==> src/rtl/line_encoder_seq.sv <==
// Sequential priority line encoder: captures strobed input lines into a pending set and
// presents them one index per transfer, highest line first. Optional parity: LINE_ENCODER_PARITY_EN.
module line_encoder_seq #(
  parameter int N = 3
) (
  input  logic               clk,
  input  logic               rst_n,
  input  logic [(1<<N)-1:0]  d_in,
  input  logic               d_strobe,
  output logic [N-1:0]       code,
  output logic               code_valid,
  input  logic               code_ready,
  output logic               busy,
  output logic               overrun
`ifdef LINE_ENCODER_PARITY_EN
  ,
  output logic               code_par
`endif
);

  localparam int L = 1 << N;

  typedef enum logic {
    EMPTY = 1'b0,
    FULL  = 1'b1
  } state_t;

  state_t         state_q, state_d;
  logic [L-1:0]   pend_q, pend_d;
  logic [L-1:0]   load_mask;
  logic [L-1:0]   cap_bits;
  logic [N-1:0]   hi_idx;
  logic [N-1:0]   code_q;
  logic           overrun_q;
  logic           pend_any;
  logic           fire;
  logic           load;

  // Ascending scan: the last set bit seen is the highest, so it wins.
  always_comb begin
    // NOTE: every combinational output gets a default first so no path can infer a latch.
    hi_idx = '0;
    for (int i = 0; i < L; i++) begin
      if (pend_q[i]) hi_idx = i[N-1:0];
    end
  end

  assign pend_any   = |pend_q;
  assign code_valid = (state_q == FULL);
  assign fire       = code_valid & code_ready;
  assign load       = ((state_q == EMPTY) | fire) & pend_any;
  assign load_mask  = load ? ({{(L-1){1'b0}}, 1'b1} << hi_idx) : '0;
  assign cap_bits   = d_strobe ? d_in : '0;

  // Capture is OR-ed in after the clear, so a line re-strobed as it leaves stays pending.
  assign pend_d = (pend_q & ~load_mask) | cap_bits;

  always_comb begin
    state_d = state_q;
    unique case (state_q)
      EMPTY: if (load) state_d = FULL;
      FULL: begin
        if (load)      state_d = FULL;
        else if (fire) state_d = EMPTY;
      end
      default: state_d = EMPTY;
    endcase
  end

  always_ff @(posedge clk or negedge rst_n) begin
    if (!rst_n) begin
      // NOTE: sequential state uses non-blocking assignments so all flops update from pre-edge values.
      state_q   <= EMPTY;
      pend_q    <= '0;
      code_q    <= '0;
      overrun_q <= 1'b0;
    end else begin
      state_q   <= state_d;
      pend_q    <= pend_d;
      if (load) code_q <= hi_idx;
      if (|(cap_bits & pend_q & ~load_mask)) overrun_q <= 1'b1;
    end
  end

  assign code    = code_q;
  assign overrun = overrun_q;
  assign busy    = code_valid | pend_any;

`ifdef LINE_ENCODER_PARITY_EN
  logic code_par_q;

  always_ff @(posedge clk or negedge rst_n) begin
    if (!rst_n)    code_par_q <= 1'b0;
    else if (load) code_par_q <= ^hi_idx;
  end

  assign code_par = code_par_q;
`endif

endmodule

==> config.mk <==
export PLATFORM = sky130hd
export DESIGN_NAME = line_encoder_seq
export DESIGN_NICKNAME = d
export VERILOG_FILES = /design/src/rtl/line_encoder_seq.sv
export SDC_FILE = /design/constraint.sdc
export NUM_CORES = 1
export LEC_CHECK = 0
export BUFFER_PORTS_ARGS = -buffer_cell sky130_fd_sc_hd__clkbuf_2
export CAP_MARGIN = 5
export CORE_MARGIN = 4
export CORE_UTILIZATION = 30
export CTS_CLUSTER_DIAMETER = 40
export DETAILED_ROUTE_END_ITERATION = 16
export HOLD_SLACK_MARGIN = 0.05
export PLACE_DENSITY = 0.5
export SYNTH_ARGS = -nofsm -noshare
export SYNTH_HDL_FRONTEND = slang
export SYNTH_SLANG_ARGS = --single-unit
==> constraint.sdc <==
create_clock -name clk -period 2.3 [get_ports clk]
set_input_delay 0.23 -clock clk [delete_from_list [all_inputs] [get_ports clk]]
set_output_delay 0.23 -clock clk [all_outputs]
set_load 0.02 [all_outputs]
# [Word-level counts from Yosys, hierarchy flattened]
# Index checks and enable logic that the tools add are counted.
[totals] register_bits=13 out_inout_bits=6
[op_classes] n_bitwise=10 n_reduce_logical=2 muxes=13 shifts=1
[op_table] op="$and 8x8->8" n=3
[op_table] op="$mux 8" n=2
[op_table] op="$reduce_or 8->1" n=2
[op_table] op="$mux 3" n=4
[op_table] op="$not 8->8" n=1
[op_table] op="$or 8x8->8" n=1
[op_table] op="$shl 1x3->8 const A" n=1
[op_table] op="$mux 1" n=4
[op_table] op="$mux 2" n=2
[op_table] op="$and 1x1->1" n=2
[op_table] op="$or 1x1->1" n=2
[op_table] op="$pmux 1 s2" n=1
[op_table] op="$not 1->1" n=1

# [Depth between registers and ports, before layout]
[depth] ltp_word=12 depth_mapped=5 mapped_depth_nobuf=4

# [Worst setup path before layout]
# Ideal clock, no wire load.
[synth_path] path_type="register -> register" start="reg pend_q[6]" end="reg overrun_q (netlist: overrun)" path_stages_with_launch=5 path_slack_ps=420 setup_ps=138 arrival_time_ps=1741 n_path_buf=0 path_cell_list="dfrtp_1 -> or4_4 -> o2111ai_2 -> o2111ai_1 -> or4_1"
[synth_via] elab_chain_len=7 word_cells_on_any_way=10 classes_between="shift: 1; mux: 3; bitwise: 4; reduce/logical: 2"
[synth_rtl] item="from (decl)" line_no="29" source="logic [L-1:0] pend_q, pend_d;"
[synth_rtl] item="from (signal assigned)" line_no="79" source="pend_q <= pend_d;"
[synth_rtl] item="$mux 3 (2 in series)" line_no="44" source="if (pend_q[i]) hi_idx = i[N-1:0];"
[synth_rtl] item="$shl 1x3->8" line_no="52" source="assign load_mask = load ? ({{(L-1){1'b0}}, 1'b1} << hi_idx) : '0;"
[synth_rtl] item="$mux 8" line_no="52"
[synth_rtl] item="$not 8->8" line_no="81" source="if (|(cap_bits & pend_q & ~load_mask)) overrun_q <= 1'b1;"
[synth_rtl] item="$and 8x8->8 *" line_no="81"
[synth_rtl] item="$reduce_or 8->1 *" line_no="81"
[synth_rtl] item="to (signal assigned)" line_no="76" source="overrun_q <= 1'b0;"
[synth_rtl] item="to (signal assigned)" line_no="81"
[synth_rtl] item="to (decl)" line_no="34" source="logic overrun_q;"
# Mark *: on every way between the ends. The rest lies on a longest branch, timed or not.
# A chain may end at the register's enable or synchronous reset.

# [Worst setup path in the final report]
[layout_path] start="reg pend_q[3]" end="out busy"
[layout_via] elab_chain_len=2
[layout_rtl] item="$reduce_or 8->1" line_no="48" source="assign pend_any = |pend_q;"
[layout_rtl] item="$or 1x1->1" line_no="87" source="assign busy = code_valid | pend_any;"
[layout_rtl] item="to (decl)" line_no="13" source="output logic busy,"
# Every way passes these cells.

==> out/metrics.yaml <==
route:
  wl_per_cell_um: 13.61
  vias: 617
  drt_iter0_drc: 17
  dr.pass1.iters: 4
  routed_wl_um: 1620
  drc: 0
  ant_nets: 0
  viasPerCell: 5.185
critical_path:
  worstPathMaxFanout: 6
  slowest_stage: "nor4_1"
  cpLargestDelayFamily: "simple AND/OR/NAND/NOR gates"
  max_stage_delay_ns: 0.68
  crit-reg2reg-launch: "pend_q[6]"
  startpoint_type: "flip-flop"
  arrival_ns: 1.73
  rrSetupSlack_ns: 0.35
  cp_cell_sequence: "nor4_1 -> nand3b_1 -> clkbuf_2"
  timing.rr.end: "overrun"
  path_buf_inv: 1
  path_class: "reg -> out"
  startpoint: "pend_q[3]"
  reg2reg_depth: 4
  cp-end-kind: "output port"
  cp.required_ns: 2.07
power_and_ir_drop:
  power_density_nw_per_um2: 590.8
  power_leakage_nw: 0.3368
  peakVddDrop_mv: 0.2927
  share_comb_of_total_power_pct: 16.7
  swShare_pct: 29.59
  clockPowerShare_pct: 28.7
  p_seq_share_pct: 54.6
  switchingPower_w: 0.0001457
  power.total_w: 0.0004923
  p_int_w: 0.0003466
job:
  max-cap-violations: 0
yosys:
  synth-simple-area-share_pct: 23.80
  async_flop_share_pct: 100.0
  yosys_register_bits: 13
  yosys.area_share.xor_xnor_pct: 0
  netlist-cell-type-count: 31
  synth_edf_count: 0
  synthMuxAreaShare_pct: 0
  synth_flop_cell: "dfrtp_1"
  synthesis.area_um2: 678.2
  synth.avg_cell_area_um2: 9.551
  syn_nets: 83
  synth_top_family_by_area: "compound AO/OA/AOI/OAI gates"
  synth_sequential_area_ratio_pct: 47.97
  syn-instance-count: 71
  synth-warning-count: 0
  synth-compound-area-share_pct: 25.46
  synth_fa_ha_area_share_pct: 0
global_routing:
  grt_overflow: 0
  gr-usage-all-layers_pct: 11.64
  antenna_found_initial: 0
  grt_max_degree: 14
  grt_pass1_vias: 587
  grt_first_pass_wirelength_um: 2794
floorplan:
  fp.dieArea_um2: 3085
  die_width_um: 55.55
  die_y_um: 55.55
  fp-row-count: 16
  core_area_um2: 2062
  start_util_pct: 32.89
  io_pins: 18
min_path:
  worstHoldPathCells: 3
  min_to: "pend_q[2]"
  hold_path_startpoint: "d_in[2]"
  hold_path.class: "in -> reg"
cts:
  clockRootBuffer: "clkbuf_4"
  clock-sinks: 13
  clkSlewWorstSetupHoldPaths_ns: 0.08
  clockBufferDepth: 2
  clk_latency_ns: 0.27
  cts_tree: "yes"
  numCtsBuffers: 3
  ctsHoldBuffers: 1
  cts_resized: 0
  cts_max_level: 1
  cts_setup_buffers: 0
sta:
  tns_ns: 0
  worst_pin_slew_ns: 0.7257
  slew_viol_final: 0
  hold_violations: 0
  report.final.setup_viol: 0
  slew-limit-headroom_pct: 51.17
  fin_crit_sh_pct: 85.07
  max_freq_mhz: 511.1
  skew_ns: 0.002495
  period_needed_ns: 1.957
  rsz0062_at_grt: "false"
layout:
  num_antenna_cells: 0
  layout-drive-gt1-share_pct: 27.17
  register_area_um2: 325.3
  synthToLayoutAreaGrowth_pct: 22.88
  multiInputGateArea_um2: 334.1
  nets: 105
  fill_cells: 215
placed_design:
  io_buffers: 17
  dp_hpwl_um: 1227
  gp_congestion: 0.7781
run_status:
  status: "finished clean"
==> per-layer routing <==
metal  wire length [um]  vias up  track usage, %
li1                   -      310               -
met2                712       14           17.23
met1                805      291           15.72
met3                 90        2           4.429
met4                 12        0           3.125
met5                  0        -               0
==> metrics by stage <==
stage	std cells	worst slack (ns)	utilization, %	instance area, um2	hold slack, ns
after CTS	119	0.3159	40.41	833.3	0.1543
final	119	0.3434	40.41	833.3	0.1617
after detailed placement	114	0.3359	38.65	797.0	0.1513
after global routing	119	0.1699	40.41	833.3	0.1650
after floorplan	71	0.4203	-	678.2	-0.06559
after global placement	114	0.3868	38.65	797.0	0.1527
==> worst register-to-register path, cell delays in order, from the launching register on <==
cell and delay (ns):
dfrtp_1 0.46, or4_4 0.57, o2111ai_2 0.17, o2111ai_1 0.12, or4_1 0.51
==> worst max-delay path by stage <==
stage,to,cells after the start,slack (ns)
floorplan,overrun,4,0.42
global placement,overrun,4,0.39
detailed placement,overrun,4,0.34
CTS,busy,3,0.32
global route,busy,3,0.17
finish,busy,3,0.34
==> registers in the layout, indices dropped and copies added (netlist names) <==
signal	flops
pend_q	8
code	3
code_valid	1
overrun	1
==> placed cells by master (no fill, tap or decap), drive strengths merged, types with 2 or more instances in the layout <==
| cell | n |
|---|---|
| a21oi | 2 |
| a22o | 2 |
| a31o | 2 |
| clkbuf | 21 |
| dfrtp | 13 |
| inv | 3 |
| nand2 | 11 |
| nand2b | 2 |
| nand3 | 5 |
| nor2 | 3 |
| nor4 | 3 |
| o2111ai | 2 |
| o21ai | 7 |
| o31ai | 2 |
| or4 | 2 |
==> Yosys cell counts (2+ instances only) <==
cell | number | area share, %
a21oi_1 | 2 | 1.5
a22o_1 | 2 | 2.6
dfrtp_1 | 13 | 48
inv_1 | 3 | 1.7
nand2_1 | 11 | 6.1
nand2b_1 | 2 | 1.8
nand3_1 | 5 | 3.7
nor2_1 | 3 | 1.7
nor4_1 | 2 | 1.8
o21ai_0 | 5 | 3.7
o21ai_1 | 2 | 1.5
o31ai_1 | 2 | 2.2
==> power groups by stage <==
| stage | clock (W) | sequential, W | combinational, W |
|---|---|---|---|
| finish | 0.000141 | 0.000269 | 0.0000824 |
| global route | 0.000164 | 0.000273 | 0.0000942 |
| CTS | 0.000149 | 0.000269 | 0.0000837 |
| detailed placement | 0 | 0.000273 | 0.0000817 |
| global placement | 0 | 0.000273 | 0.0000833 |
| floorplan | 0 | 0.000278 | 0.0000418 |
==> cell type report <==
cell class / count / area share [%]
repair buffers: 19 / 12.31
flip-flops and latches: 13 / 39.04
well taps: 27 / 4.054
clock buffers: 4 / 3.153
multi-input cells: 53 / 40.09
inverters: 3 / 1.351
==> cells by family after synthesis <==
family,count (synthesis)
AND/OR/NAND/NOR,29
AO/OA/AOI/OAI,24
buffers and inverters,5
flip-flops,13
Note: power is estimated with default switching activity, not from simulation.
